## config.mk

```make
export PLATFORM = sky130hd
export DESIGN_NAME = axi_tohost_monitor
export DESIGN_NICKNAME = d
export VERILOG_FILES = /design/src/rtl/axi_tohost_monitor.sv
export SDC_FILE = /design/constraint.sdc
export NUM_CORES = 1
export LEC_CHECK = 0
export BUFFER_PORTS_ARGS = -buffer_cell sky130_fd_sc_hd__clkbuf_2
export CELL_PAD_IN_SITES_DETAIL_PLACEMENT = 0
export CELL_PAD_IN_SITES_GLOBAL_PLACEMENT = 2
export CORE_AREA = 3 3 277 279
export CTS_CLUSTER_DIAMETER = 30
export DETAILED_ROUTE_END_ITERATION = 8
export DIE_AREA = 0 0 280 282
export PLACE_DENSITY = 0.64
export SLEW_MARGIN = 40
export SYNTH_ARGS = -nofsm -noshare
export SYNTH_HDL_FRONTEND = slang
export SYNTH_SLANG_ARGS = --single-unit
```

## constraint.sdc

```tcl
create_clock -name clk_i -period 9.9 [get_ports clk_i]
set_input_delay 0.99 -clock clk_i [delete_from_list [all_inputs] [get_ports clk_i]]
set_output_delay 0.99 -clock clk_i [all_outputs]
set_load 0.05 [all_outputs]
```

## src/rtl/axi_tohost_monitor.sv

```systemverilog
// rtl/axi_tohost_monitor.sv - passive AXI write snooper that decodes the tohost mailbox result
// Build option: define TOHOST_STRICT_B_EN to hold a capture until an OKAY write response retires it.
module axi_tohost_monitor #(
   parameter int                    ADDR_WIDTH  = 40,
   parameter int                    DATA_WIDTH  = 512,
   parameter int                    ID_WIDTH    = 4,
   parameter logic [ADDR_WIDTH-1:0] TOHOST_ADDR = 40'h0080001000
) (
   input  logic                    clk_i,
   input  logic                    rstn_i,
   input  logic [ID_WIDTH-1:0]     awid,
   input  logic [ADDR_WIDTH-1:0]   awaddr,
   input  logic [7:0]              awlen,
   input  logic [2:0]              awsize,
   input  logic [1:0]              awburst,
   input  logic                    awvalid,
   input  logic                    awready,
   input  logic [DATA_WIDTH-1:0]   wdata,
   input  logic [DATA_WIDTH/8-1:0] wstrb,
   input  logic                    wlast,
   input  logic                    wvalid,
   input  logic                    wready,
   input  logic [ID_WIDTH-1:0]     bid,
   input  logic [1:0]              bresp,
   input  logic                    bvalid,
   input  logic                    bready,
   output logic                    done_o,
   output logic                    pass_o,
   output logic [62:0]             exit_code_o,
   output logic                    err_o
);

   localparam int                    LANES    = DATA_WIDTH / 64;
   localparam logic [ADDR_WIDTH-1:0] ONE      = ADDR_WIDTH'(1);
   localparam logic [ADDR_WIDTH-1:0] LANE_SEL = (TOHOST_ADDR >> 3) & ADDR_WIDTH'(LANES - 1);
   localparam int                    LANE_IDX = int'(LANE_SEL);

   localparam logic [1:0] BURST_FIXED = 2'b00;
   localparam logic [1:0] BURST_INCR  = 2'b01;
   localparam logic [1:0] BURST_WRAP  = 2'b10;

   typedef struct packed {
      logic [ID_WIDTH-1:0]   id;
      logic [ADDR_WIDTH-1:0] addr;
      logic [7:0]            len;
      logic [2:0]            size;
      logic [1:0]            burst;
   } aw_entry_t;

   aw_entry_t             r_fifo [4];
   logic [1:0]            r_wr_ptr;
   logic [1:0]            r_rd_ptr;
   logic [2:0]            r_count;
   logic [7:0]            r_beat;
   logic                  r_done;
   logic                  r_pass;
   logic [62:0]           r_exit;
   logic                  r_err;

   logic                  w_aw_hs;
   logic                  w_w_hs;
   logic                  w_empty;
   logic                  w_full;
   logic                  w_bypass;
   logic                  w_beat_valid;
   aw_entry_t             w_in_entry;
   aw_entry_t             w_cur;
   logic                  w_len_end;
   logic                  w_last_evt;
   logic                  w_pop;
   logic                  w_push_req;
   logic                  w_push;
   logic [ADDR_WIDTH-1:0] w_bytes;
   logic [ADDR_WIDTH-1:0] w_aligned;
   logic [ADDR_WIDTH-1:0] w_incr;
   logic [ADDR_WIDTH-1:0] w_win_mask;
   logic [ADDR_WIDTH-1:0] w_wrap;
   logic [ADDR_WIDTH-1:0] w_beat_addr;
   logic [7:0]            w_lane_strb;
   logic [63:0]           w_lane_data;
   logic                  w_hit;
   logic                  w_cap;
   logic                  w_commit;
   logic [63:0]           w_commit_val;
   logic                  w_err_no_aw;
   logic                  w_err_ovf;
   logic                  w_err_last;
   logic                  w_err_rsvd;
   logic                  w_err_strict;
   logic                  w_err_evt;
   logic                  w_unused;

   assign w_aw_hs    = awvalid & awready;
   assign w_w_hs     = wvalid & wready;
   assign w_empty    = (r_count == 3'd0);
   assign w_full     = (r_count == 3'd4);
   assign w_in_entry = {awid, awaddr, awlen, awsize, awburst};

   // A W beat arriving alongside the first AW of an idle bus uses the AW fields directly.
   assign w_bypass     = w_aw_hs & w_w_hs & w_empty;
   assign w_beat_valid = w_w_hs & (~w_empty | w_aw_hs);
   assign w_cur        = w_empty ? w_in_entry : r_fifo[r_rd_ptr];

   // A burst ends on wlast or on the expected final beat, so a protocol slip never wedges the FIFO.
   assign w_len_end  = (r_beat == w_cur.len);
   assign w_last_evt = w_beat_valid & (wlast | w_len_end);
   assign w_pop      = w_last_evt & ~w_empty;
   assign w_push_req = w_aw_hs & ~(w_bypass & w_last_evt);
   assign w_push     = w_push_req & (~w_full | w_pop);

   assign w_err_no_aw = w_w_hs & w_empty & ~w_aw_hs;
   assign w_err_ovf   = w_push_req & w_full & ~w_pop;
   assign w_err_last  = w_beat_valid & (wlast != w_len_end);
   assign w_err_rsvd  = w_beat_valid & (w_cur.burst == 2'b11);

   // Wrap windows are power-of-two sized, so wrapping is a mask of the incrementing address.
   assign w_bytes    = ONE << w_cur.size;
   assign w_aligned  = w_cur.addr & ~(w_bytes - ONE);
   assign w_incr     = w_aligned + (ADDR_WIDTH'(r_beat) << w_cur.size);
   assign w_win_mask = ((ADDR_WIDTH'(w_cur.len) + ONE) << w_cur.size) - ONE;
   assign w_wrap     = (w_cur.addr & ~w_win_mask) | (w_incr & w_win_mask);

   // Select the byte address of the current beat from the burst type.
   always_comb begin
      w_beat_addr = w_cur.addr;
      case (w_cur.burst)
         BURST_FIXED: w_beat_addr = w_cur.addr;
         BURST_INCR:  w_beat_addr = w_incr;
         BURST_WRAP:  w_beat_addr = w_wrap;
         default:     w_beat_addr = w_cur.addr;
      endcase
   end

   assign w_lane_strb = wstrb[LANE_IDX*8 +: 8];
   assign w_lane_data = wdata[LANE_IDX*64 +: 64];
   assign w_hit = w_beat_valid & (w_cur.burst != 2'b11) &
                  (w_beat_addr[ADDR_WIDTH-1:3] == TOHOST_ADDR[ADDR_WIDTH-1:3]) &
                  (w_lane_strb == 8'hFF);
   // A zero write is the mailbox being cleared, not a result; nothing counts once done.
   assign w_cap = w_hit & (w_lane_data != 64'd0) & ~r_done;

`ifdef TOHOST_STRICT_B_EN
   logic                r_pend_valid;
   logic [ID_WIDTH-1:0] r_pend_id;
   logic [63:0]         r_pend_val;
   logic                w_b_match;

   assign w_b_match    = bvalid & bready & r_pend_valid & (bid == r_pend_id);
   assign w_commit     = w_b_match & (bresp == 2'b00) & ~r_done;
   assign w_commit_val = r_pend_val;
   assign w_err_strict = (w_b_match & (bresp != 2'b00)) | (w_cap & r_pend_valid & ~w_b_match);

   // Hold the newest capture until its write response arrives; any matching response retires it.
   always_ff @(posedge clk_i or negedge rstn_i) begin
      if (!rstn_i) begin
         r_pend_valid <= 1'b0;
         r_pend_id    <= '0;
         r_pend_val   <= '0;
      end else if (w_cap) begin
         r_pend_valid <= 1'b1;
         r_pend_id    <= w_cur.id;
         r_pend_val   <= w_lane_data;
      end else if (w_b_match) begin
         r_pend_valid <= 1'b0;
      end
   end
`else
   assign w_commit     = w_cap;
   assign w_commit_val = w_lane_data;
   assign w_err_strict = 1'b0;
`endif

   assign w_err_evt = w_err_no_aw | w_err_ovf | w_err_last | w_err_rsvd | w_err_strict;

   // AW entry storage; validity is tracked by the pointers, so the payload needs no reset.
   always_ff @(posedge clk_i) begin
      if (w_push) begin
         r_fifo[r_wr_ptr] <= w_in_entry;
      end
   end

   // FIFO pointers and occupancy.
   always_ff @(posedge clk_i or negedge rstn_i) begin
      if (!rstn_i) begin
         r_wr_ptr <= 2'd0;
         r_rd_ptr <= 2'd0;
         r_count  <= 3'd0;
      end else begin
         if (w_push) begin
            r_wr_ptr <= r_wr_ptr + 2'd1;
         end
         if (w_pop) begin
            r_rd_ptr <= r_rd_ptr + 2'd1;
         end
         case ({w_push, w_pop})
            2'b10:   r_count <= r_count + 3'd1;
            2'b01:   r_count <= r_count - 3'd1;
            default: r_count <= r_count;
         endcase
      end
   end

   // Beat position inside the burst currently on the W channel.
   always_ff @(posedge clk_i or negedge rstn_i) begin
      if (!rstn_i) begin
         r_beat <= 8'd0;
      end else if (w_last_evt) begin
         r_beat <= 8'd0;
      end else if (w_beat_valid) begin
         r_beat <= r_beat + 8'd1;
      end
   end

   // The first committed result freezes all result outputs until reset.
   always_ff @(posedge clk_i or negedge rstn_i) begin
      if (!rstn_i) begin
         r_done <= 1'b0;
         r_pass <= 1'b0;
         r_exit <= '0;
      end else if (w_commit) begin
         r_done <= 1'b1;
         r_pass <= (w_commit_val == 64'd1);
         r_exit <= w_commit_val[63:1];
      end
   end

   // Sticky error flag.
   always_ff @(posedge clk_i or negedge rstn_i) begin
      if (!rstn_i) begin
         r_err <= 1'b0;
      end else if (w_err_evt) begin
         r_err <= 1'b1;
      end
   end

   assign done_o      = r_done;
   assign pass_o      = r_pass;
   assign exit_code_o = r_exit;
   assign err_o       = r_err;

   assign w_unused = ^{wdata, wstrb, bid, bresp, bvalid, bready, w_beat_addr[2:0], w_cur.id};

endmodule

```

Yosys cells after proc, flatten, opt, wreduce, memory -nomap -nowiden
Memories as Yosys holds them, arrays and structs flattened.
Index checks and enable logic that the tools add are counted.
{"block": "word_totals", "regBits": 81, "ramBits": 228, "input_bits": 648, "output_inout_bits": 66, "wordCells": 83, "mem_count": 1}
{"name": "r_fifo", "depth": 4, "word_bits": 57, "rd": 1, "rd_ports_with_merged_regs": 0, "wr": 1, "line": "50", "rtl": "aw_entry_t r_fifo [4];"}
{"block": "classes", "add_sub_neg": 9, "eq_ne": 12, "shifts": 3, "mux": 7, "bitwise": 39, "reduce_logical": 4}
{"cell": "bitwise AND 40 bit", "n": 3}
{"cell": "inverter 40 bit", "n": 2}
{"cell": "one-hot mux 40 bit (2 select lines)", "n": 1}
{"cell": "subtractor 40 x 1 -> 40 bit (second input constant)", "n": 2}
{"cell": "== test 64 x 1 -> 1 bit (second input constant)", "n": 1}
{"cell": "nonzero test 64 bit", "n": 1}
{"cell": "two-way mux 53 bit", "n": 1}
{"cell": "adder 40 bit", "n": 1}
{"cell": "bitwise OR 40 bit", "n": 1}
{"cell": "<< shifter 1 x 3 -> 40 bit (first input constant)", "n": 1}
{"cell": "<< shifter 8 x 3 -> 40 bit", "n": 1}
{"cell": "<< shifter 9 x 3 -> 40 bit", "n": 1}
{"cell": "== test 37 x 29 -> 1 bit (second input constant)", "n": 1}
{"cell": "bitwise AND 1 bit", "n": 21}
{"cell": "two-way mux 8 bit", "n": 2}
{"cell": "adder 8 x 1 -> 9 bit (second input constant)", "n": 1}
{"cell": "adder 8 x 1 -> 8 bit (second input constant)", "n": 1}
{"cell": "== test 8 bit", "n": 1}
{"cell": "== test 8 bit (second input constant)", "n": 1}
{"cell": "== test 2 bit (second input constant)", "n": 3}
{"cell": "inverter 1 bit", "n": 6}
{"cell": "bitwise OR 1 bit", "n": 6}
{"cell": "one-hot mux 3 bit (2 select lines)", "n": 1}
{"cell": "adder 2 x 1 -> 2 bit (second input constant)", "n": 2}
{"cell": "9 further kinds", "n": 12}

Depth between registers and ports, before layout
Gate-level depths: netlist of the first run.
{"block": "depth", "depth_word": 15, "ltp_mapped": 32, "depth_no_buf": 22}

Worst setup path after synthesis of the first run
No wires, ideal clock.
{"block": "synth_timing", "path_type": "register to register", "from": "register r_count[2]", "to": "register r_exit[10] (netlist: exit_code_o[10])", "setup_ps": 127, "arrival_time_ps": 6698, "required_time_ps": 9773, "setup_slack_ps": 3075, "stages_incl_launch_ff": 33, "n_path_buf": 10, "path_cell_list": "dfrtp_1 -> clkbuf_1 -> or3_4 -> buf_6 -> buf_6 -> buf_2 -> buf_2 -> buf_2 -> buf_1 -> buf_1 -> nand2_1 -> nand2_1 -> ha_1 -> o31a_1 -> a22o_1 -> or2_1 -> o22ai_1 -> or4_4 -> nor3_4 -> nand3_2 -> or2_2 -> nor2_1 -> ha_1 -> o21ai_0 -> a221oi_1 -> o211a_1 -> o21ai_0 -> a21boi_0 -> o2111ai_1 -> nor4_2 -> buf_4 -> buf_6 -> mux2_1"}
{"block": "synth_between", "elab_chain_len": 15, "elab_cells_between_ends": 28}
{"item": "start, declared", "line": "53", "rtl": "logic [2:0] r_count;"}
{"item": "start signal, assigned", "line": "196", "rtl": "2'b10: r_count <= r_count + 3'd1;"}
{"item": "start signal, assigned", "line": "197", "rtl": "2'b01: r_count <= r_count - 3'd1;"}
{"item": "start signal, assigned", "line": "198", "rtl": "default: r_count <= r_count;"}
{"item": "logical NOT 3 bit (*)", "line": "95", "rtl": "assign w_empty = (r_count == 3'd0);"}
{"item": "two-way mux 53 bit", "line": "102", "rtl": "assign w_cur = w_empty ? w_in_entry : r_fifo[r_rd_ptr];"}
{"item": "<< shifter 1 x 3 -> 40 bit", "line": "117", "rtl": "assign w_bytes = ONE << w_cur.size;"}
{"item": "subtractor 40 x 1 -> 40 bit", "line": "118", "rtl": "assign w_aligned = w_cur.addr & ~(w_bytes - ONE);"}
{"item": "inverter 40 bit", "line": "118"}
{"item": "bitwise AND 40 bit", "line": "118"}
{"item": "adder 40 bit", "line": "119", "rtl": "assign w_incr = w_aligned + (ADDR_WIDTH'(r_beat) << w_cur.size);"}
{"item": "bitwise AND 40 bit", "line": "121", "rtl": "assign w_wrap = (w_cur.addr & ~w_win_mask) | (w_incr & w_win_mask);"}
{"item": "bitwise OR 40 bit", "line": "121"}
{"item": "one-hot mux 40 bit (2 select lines)", "line": "126", "rtl": "case (w_cur.burst)"}
{"item": "== test 37 x 29 -> 1 bit", "line": "137", "rtl": "(w_beat_addr[ADDR_WIDTH-1:3] == TOHOST_ADDR[ADDR_WIDTH-1:3]) &"}
{"item": "bitwise AND 1 bit (*)", "line": "136", "rtl": "assign w_hit = w_beat_valid & (w_cur.burst != 2'b11) &"}
{"item": "bitwise AND 1 bit (*)", "line": "137"}
{"item": "bitwise AND 1 bit (*) (2 in series)", "line": "140", "rtl": "assign w_cap = w_hit & (w_lane_data != 64'd0) & ~r_done;"}
{"item": "end signal, assigned", "line": "223", "rtl": "r_exit <= w_commit_val[63:1];"}
{"item": "end, declared", "line": "57", "rtl": "logic [62:0] r_exit;"}
Every way passes the cells marked *; elsewhere a longest branch is shown, timed or not.
A chain may end at the register's enable or synchronous reset.

Worst setup path in the final report of the first run
{"block": "layout_timing", "from": "register r_rd_ptr[0]", "to": "register r_exit[4] (netlist: exit_code_o[4])"}
{"block": "layout_between", "elab_chain_len": 15, "elab_cells_between_ends": 25}
{"item": "start, declared", "line": "52", "rtl": "logic [1:0] r_rd_ptr;"}
{"item": "start signal, assigned", "line": "193", "rtl": "r_rd_ptr <= r_rd_ptr + 2'd1;"}
{"item": "memory (4 x 57 bit) (*)"}
{"item": "two-way mux 53 bit (*)", "line": "102"}
{"item": "<< shifter 1 x 3 -> 40 bit", "line": "117"}
{"item": "subtractor 40 x 1 -> 40 bit", "line": "118"}
{"item": "inverter 40 bit", "line": "118"}
{"item": "bitwise AND 40 bit", "line": "118"}
{"item": "adder 40 bit", "line": "119"}
{"item": "bitwise AND 40 bit", "line": "121"}
{"item": "bitwise OR 40 bit", "line": "121"}
{"item": "one-hot mux 40 bit (2 select lines)", "line": "126"}
{"item": "== test 37 x 29 -> 1 bit", "line": "137"}
{"item": "bitwise AND 1 bit (*)", "line": "136"}
{"item": "bitwise AND 1 bit (*)", "line": "137"}
{"item": "bitwise AND 1 bit (*) (2 in series)", "line": "140"}
Marks and branches as above.

==> results by group, run 1 <==
Worst setup path
  • CP max stage delay: 0.76 ns
  • CP Data Required Time: 10.36 ns
  • Data arrival, critical path: 8.24 ns
  • CP top delay family: compound AO/OA/AOI/OAI gates
  • Critical path capture point type: flop
  • Crit path launch type: flop
  • Critical Path Fanout Max: 65
  • Cell Chain, Critical Path: mux4_2 > mux2i_4 > nand3_1 > ha_1 > o311a_1 > ha_1 > and3_1 > nand4_1 > o21ai_0 > a221o_1 > nand4_1 > mux2_2 > a2111oi_0 > nand4b_1 > a21boi_0 > o22ai_1 > nor4_4 > buf_12 > mux2_1
  • Worst Path Buf+Inv: 1
  • Worst-path cell with the longest stage delay: dfrtp_4
  • WS Path Type: flop to flop

Yosys
  • Synth cell types: 88
  • Post-synth EDFFs: 212
  • Cell count after synthesis: 1,254
  • Sequential area share after synthesis: 0.5337
  • Synthesized area: 0.01573 sq mm
  • Syn Area/Cell: 12.54 sq um
  • Flops & latches, synth: 293
  • Syn nets: 1,931
  • Ys flop type: edfxtp_1
  • Ys Warns: 0
  • Ys async rst share: 0.2765

Clocking
  • Post-CTS Setup Bufs: 0
  • Number of gates resized after CTS: 0
  • Skew-Pair Late Insertion Delay: 0.59 ns
  • Clock Sink Count: 293
  • Clock tree buffer depth: 3
  • H-tree levels: 2
  • CTS clk-pin slew, worst paths: 0.05 ns
  • Cts hold-fix bufs: 0
  • CTS tree: yes
  • Cts bufs inserted: 59
  • Root Driver: clkbuf_16

Final layout
  • Layout cell share with drive strength beyond 1: 0.2875
  • Antenna Cells: 0
  • Final core occ: 0.2685
  • Area growth from synthesis to layout: 27.09%
  • Finished Layout Cells: 2,482
  • # nets final: 2,139
  • Filler cell count: 7,692

Global route
  • Total GRT Usage: 0.1297
  • Largest net degree at the start of global routing: 82
  • First-pass GRT wire length: 77.42 mm
  • Number of antenna violations at the first check in global routing: 11
  • GRT Residual Overflow: 0
  • Vias in the first global route: 11,810

Detailed routing
  • Total Wirelength: 51.90 mm
  • Wire per inst: 20.91 microns
  • First DRT Iteration DRCs: 724
  • First drt pass iteration count: 6
  • Vias: 11,500
  • DRC: 0
  • Post-route ant nets: 0
  • DR vias/cell: 4.635

Timing
  • Tmin final: 7.781 ns
  • Hold Vio Cnt, Final: 0
  • Fin Clk Skew: 0.01720 ns
  • Worst-Margin Slew: 0.8213 ns
  • Pins Over Slew Limit: 0
  • Setup TNS: 0 ns
  • WHS: 0.4490 ns
  • Final period utilization: 0.7859
  • Slew HR: 0.4525
  • Final count of negative-setup-slack endpoints: 0
  • Fmax: 128.5 MHz
  • RSZ-0062 raised after global routing: false

Pwr
  • Peak VDD IR: 0.1350 mV
  • Leak: 7.856 nW
  • Final Total Pwr: 6.860 mW
  • Power Density: 343.2 mW/mm^2

Place
  • RD Place Congestion: 0.8188
  • # port buffers: 197
  • Hpwl dp: 38.93 mm
  • Dpl cells: 2,370

Floorplanning
  • Die Width: 280 microns
  • Initial Utilization: 0.2112
  • Die height: 282 microns
  • I/O Pins: 714
  • Core area: 0.07445 sq mm
  • Num rows: 100
  • Die ar.: 0.07896 sq mm

Job
  • Max-cap violations: 0

Run status
  • Status: finished clean

Hold path
  • HP Class: input port to async pin
sequential cells by signal, summed over array words and instances, names as in the netlist:
register / flops
r_rd_ptr: 2
pass_o: 1
done_o: 1
exit_code_o: 63
err_o: 1
r_count: 3
r_beat: 8
r_wr_ptr: 2
r_fifo: 212
path summary, 6_finish.rpt:
| check | from | slack, ns | endpoint | cells past startpoint |
|---|---|---|---|---|
| hold reg to reg | exit_code_o[8]$_DFFE_PN0P_ | 0.48 | exit_code_o[8]$_DFFE_PN0P_ | 1 |
| max in group asynchronous | rstn_i | 8.97 | r_rd_ptr[0]$_DFFE_PN0P_ | 1 |
| hold / removal | rstn_i | 0.45 | exit_code_o[25]$_DFFE_PN0P_ | 1 |
| setup / recovery | r_rd_ptr[0]$_DFFE_PN0P_ | 2.12 | exit_code_o[4]$_DFFE_PN0P_ | 19 |
| setup reg to reg | r_rd_ptr[0]$_DFFE_PN0P_ | 2.12 | exit_code_o[4]$_DFFE_PN0P_ | 19 |
| min in group clk_i | exit_code_o[8]$_DFFE_PN0P_ | 0.48 | exit_code_o[8]$_DFFE_PN0P_ | 1 |
metal layers:
layer	wire length, microns	share of wire	track usage	up-vias
met5	69	0.0013	0	-
met4	976	0.019	0.03175	8
met3	2409	0.046	0.02600	73
met2	24120	0.46	0.2085	297
met1	24320	0.47	0.1796	5793
li1	-	-	-	5333
power by group:
| part | switching [mW] | leakage [nW] | internal, mW |
|---|---|---|---|
| Clock | 0.662 | 1.06 | 1.52 |
| Combinational | 1.98 | 3.77 | 1.16 |
| Sequential | 0.100 | 3.02 | 1.44 |
| Total | 2.74 | 7.86 | 4.12 |
Yosys cell counts, types with 26 or more instances:
cell type / n / area, sq um
nor3_1: 33 / 165.2
clkbuf_1: 28 / 105.1
mux2_1: 48 / 540.5
mux2i_1: 58 / 580.6
mux2_2: 26 / 292.8
nor2_1: 77 / 289.0
mux4_2: 53 / 1194
a21oi_1: 46 / 230.2
nand3_1: 46 / 230.2
o21ai_0: 45 / 225.2
ha_1: 28 / 350.3
nor4_1: 29 / 181.4
inv_1: 27 / 101.4
dfrtp_1: 81 / 2027
edfxtp_1: 212 / 6366
nand2_1: 110 / 412.9
worst reg2reg max path, cell delays in order, from the launching register on:
cell and delay (ns):
dfrtp_4 0.76, mux4_2 0.67, mux2i_4 0.56, nand3_1 0.20, ha_1 0.39, o311a_1 0.41
ha_1 0.42, and3_1 0.32, nand4_1 0.18, o21ai_0 0.64, a221o_1 0.55, nand4_1 0.24
mux2_2 0.36, a2111oi_0 0.47, nand4b_1 0.15, a21boi_0 0.19, o22ai_1 0.14, nor4_4 0.21
buf_12 0.34, mux2_1 0.46
logic make-up after synthesis:
kind of cell               after synthesis  synth area share
and+or+nand+nor                        391            0.1248
DFF                                    293            0.5337
AOI/OAI and AO/OA                      223           0.09683
muxes                                  189            0.1700
buffers and inverters                   91           0.02952
xor gates and xnor gates                38           0.02164
adders and majority gates               29           0.02355
placed cells by master (no fill, tap or decap), types with 11 or more instances in the layout:
| cell | synthesis | routed |
|---|---|---|
| edfxtp_1 | 212 | 212 |
| nand4_1 | 22 | 22 |
| mux2_1 | 48 | 48 |
| mux2i_1 | 58 | 57 |
| inv_1 | 27 | 27 |
| o21ai_0 | 45 | 45 |
| xnor2_1 | 22 | 22 |
| nand2_1 | 110 | 110 |
| and3_1 | 16 | 16 |
| ha_1 | 28 | 28 |
| nor3_1 | 33 | 32 |
| nor2_1 | 77 | 77 |
| a21oi_1 | 46 | 45 |
| nor4_1 | 29 | 29 |
| o31ai_1 | 11 | 11 |
| dfrtp_1 | 81 | 79 |
| a31oi_1 | 13 | 13 |
| clkbuf_16 | 0 | 59 |
| xor2_1 | 15 | 15 |
| mux4_2 | 53 | 53 |
| nand3_1 | 46 | 46 |
| clkbuf_2 | 0 | 196 |
| bufinv_16 | 0 | 15 |
| mux2_2 | 26 | 26 |
cell type report:
class / count / area [sq um] / area share
clock inverters: 45 / 684.4 / 0.03425
flip-flops and latches: 293 / 8398 / 0.4202
inverters: 27 / 101.3 / 0.005071
repair buffers: 211 / 1127 / 0.05641
multi-input cells: 870 / 6915 / 0.3460
well taps: 969 / 1212 / 0.06066
clock buffers: 67 / 1546 / 0.07738
through the flow:
step	setup slack, ns	cell area, sq um
6_report	2.119	19990
5_1_grt	1.587	19990
4_1_cts	2.129	19970
3_5_place_dp	2.153	17740
3_3_place_gp	2.219	17720
2_1_floorplan	3.075	15730
(Power assumes the default switching activity.)
==> inputs of run 2 (changes only) <==
- ABC_AREA: default -> 1
- CORE_AREA: 3 3 277 279 -> 3 3 280 282
- DIE_AREA: 0 0 280 282 -> 0 0 283 285
- PLACE_DENSITY: 0.64 -> 0.75
- clock period: 9.9 -> 6.6 ns (I/O delays scaled with it)
==> run 2 against run 1 <==
Flip-flop and latch count is the same. Critical path type unchanged. First-iteration DRC count grew 43%. Register-to-register slack lost 1.5 ns. Clock power grew 78%. Global-route usage grew 1.6 points.
==> results by group, run 2 <==
Run status
  • Status: finished clean

Final layout
  • Area growth from synthesis to layout: 28.15%
  • Filler cell count: 8,103
  • Largest register FFs: 212
  • Multi-input logic area: 0.007476 sq mm
  • Storage element area: 0.008398 sq mm
  • Biggest register: r_fifo
  • Layout cell share with drive strength beyond 1: 0.1853
  • Commonest non-fill, non-tap cell in the layout: nand2_1
  • # nets final: 2,986
  • Design area: 0.02198 sq mm
  • Most frequent cells in the layout: nand2_1, nor2_1, edfxtp_1
  • Final core occ: 0.2895
  • Finished Layout Cells: 3,406

Clocking
  • Cts bufs inserted: 80
  • Clock tree buffer depth: 3
  • CTS clk-pin slew, worst paths: 0.05 ns
  • H-tree levels: 3
  • Clock Sink Count: 293
  • Skew-Pair Late Insertion Delay: 0.61 ns
  • Root Driver: clkbuf_16
  • CTS tree: yes

Floorplanning
  • I/O Pins: 714
  • Die ar.: 0.08066 sq mm
  • Die Width: 283 microns
  • Initial Utilization: 0.2259
  • Die height: 285 microns
  • Core area: 0.07595 sq mm
  • Num rows: 101

Place
  • Dpl cells: 3,251
  • Setup slack at placement: 0.4136 ns
  • RD Place Congestion: 0.9099
  • # port buffers: 197
  • DP Area: 0.01916 sq mm
  • Hpwl dp: 43.69 mm

Worst setup path
  • Worst-path cell with the longest stage delay: dfrtp_4
  • WS Path Type: flop to flop
  • FF-to-FF Start: r_rd_ptr[0]$_DFFE_PN0P_
  • CP max stage delay: 0.59 ns
  • Data arrival, critical path: 6.44 ns
  • R2R Setup Slk: 0.64 ns
  • Critical Path Fanout Max: 65
  • Reg2Reg Depth: 30
  • Worst flop-to-flop path endpoint: exit_code_o[18]$_DFFE_PN0P_
  • CP Data Required Time: 7.08 ns
  • Critical path capture point type: flop
  • Critical Path Start: r_rd_ptr[0]$_DFFE_PN0P_
  • Most used cell, CP: nand2_1
  • Crit path launch type: flop
  • CP Capture Point: exit_code_o[18]$_DFFE_PN0P_

Detailed routing
  • DR vias/cell: 4.525
  • First DRT Iteration DRCs: 1,033
  • Post-route ant nets: 0
  • Total Wirelength: 60.18 mm
  • First drt pass iteration count: 5
  • Wire per inst: 17.67 microns
  • DRC: 0
  • Vias: 15,410

Timing
  • Fmax: 167.8 MHz
  • Pins Over Slew Limit: 0
  • WHS: 0.2918 ns
  • Final period utilization: 0.9029
  • Setup TNS: 0 ns
  • Hold Vio Cnt, Final: 0
  • Worst-Margin Slew: 0.7756 ns
  • Fin Clk Skew: 0.03892 ns
  • Final count of negative-setup-slack endpoints: 0
  • Tmin final: 5.959 ns
  • Post-route setup slack: 0.6409 ns
  • Slew HR: 0.4775
  • RSZ-0062 raised after global routing: false

Yosys
  • Post-synth EDFFs: 212
  • Area contributors post-synth: edfxtp_1, nand2_1, dfrtp_1
  • Count leader, synth: nand2_1
  • Ys async rst share: 0.2765
  • Synthesized area: 0.01716 sq mm
  • Syn nets: 2,760
  • Synth cell types: 56
  • Syn Area/Cell: 8.236 sq um
  • Flops & latches, synth: 293
  • Cell count after synthesis: 2,083
  • Synth top area share: 0.3711
  • Sequential area share after synthesis: 0.4892
  • Ys flop type: edfxtp_1
  • Ys Warns: 0
  • Synth top cells by count: nand2_1, nor2_1, edfxtp_1
  • Leading area contributor after synthesis: edfxtp_1

Global route
  • First-pass GRT wire length: 91.76 mm
  • Largest net degree at the start of global routing: 75
  • Total GRT Usage: 0.1456
  • Vias in the first global route: 15,200
  • Number of antenna violations at the first check in global routing: 5
  • GRT Residual Overflow: 0

Hold path
  • WHS Path Cells: 1
  • HP Class: input port to flop

Pwr
  • Leak: 9.726 nW
  • Power Density: 605.1 mW/mm^2
  • Final Total Pwr: 13.30 mW
  • Peak VDD IR: 0.3303 mV

Job
  • Max-cap violations: 0
-- run 2: cell types whose count changed in the layout (fill, tap and decap cells not counted), sizes merged, moves of 16 or more --
cell	before	now
mux4	53	0
buf	14	40
o22ai	8	33
nand3	47	204
nand2	110	584
clkbuf	264	291
nand4	22	92
inv	33	186
nor4	30	14
nor2	78	246
o21ai	48	165
mux2	75	0
mux2i	61	4
clkinv	15	36
-- run 2: critical path, delay by kind of cell, from the launching register on --
family	cells	cell delay, ns
buffers and inverters	2	0.44
adder cells (fa/ha/maj)	2	0.64
flip-flops	1	0.59
XOR/XNOR	1	0.19
AND/OR/NAND/NOR	19	2.59
AO/OA/AOI/OAI	6	1.35
-- run 2: timing repair --
item,in CTS,in global routing
buffers inserted,0,5
hold endpoints to repair,19,0
setup endpoints to repair,0,65
gates resized for setup,0,2
hold buffers,1,0
-- run 2: how the worst min path moves through the flow --
stage / startpoint / to / slack (ns)
after floorplan: rstn_i / done_o$_DFFE_PN0P_ / 0.36
after global placement: exit_code_o[43]$_DFFE_PN0P_ / exit_code_o[43]$_DFFE_PN0P_ / 0.45
after detailed placement: exit_code_o[58]$_DFFE_PN0P_ / exit_code_o[58]$_DFFE_PN0P_ / 0.46
after CTS: awaddr[19] / r_fifo[1][32]$_DFFE_PP_ / 0.24
after global routing: awaddr[25] / r_fifo[0][38]$_DFFE_PP_ / 0.27
final: awaddr[19] / r_fifo[0][32]$_DFFE_PP_ / 0.29
-- run 2: logic make-up after synthesis --
logic type,after synthesis,share of synthesized area
flops,293,0.4892
fa+ha+maj,29,0.02159
xor+xnor,30,0.01532
buf+inv,279,0.07819
simple gates,1185,0.3097
mux,4,0.002334
compound gates,263,0.08366
-- run 2: layer usage --
layer  GRT usage  up-vias  part of all wire
met5           0        -                 0
met4     0.05081        0             0.028
met2      0.2322      407              0.46
li1            -     7548                 -
met1      0.1982     7350              0.47
met3     0.02606      106             0.047
-- run 2: where the power goes --
group	total, mW	internal [mW]	switching, mW
Combinational	7.18	2.06	5.13
Clock	3.87	2.70	1.17
Sequential	2.25	2.16	0.0888
-- run 2: area by class of cell --
cell class	count	area share
Sequential cell	293	0.3820
Multi-Input combinational cell	1511	0.3401
Clock buffer	95	0.09596
Timing Repair Buffer	237	0.06175
Tap cell	1030	0.05862
Inverter	186	0.03187
Clock inverter	52	0.02948
Antenna cell	2	0.0002277
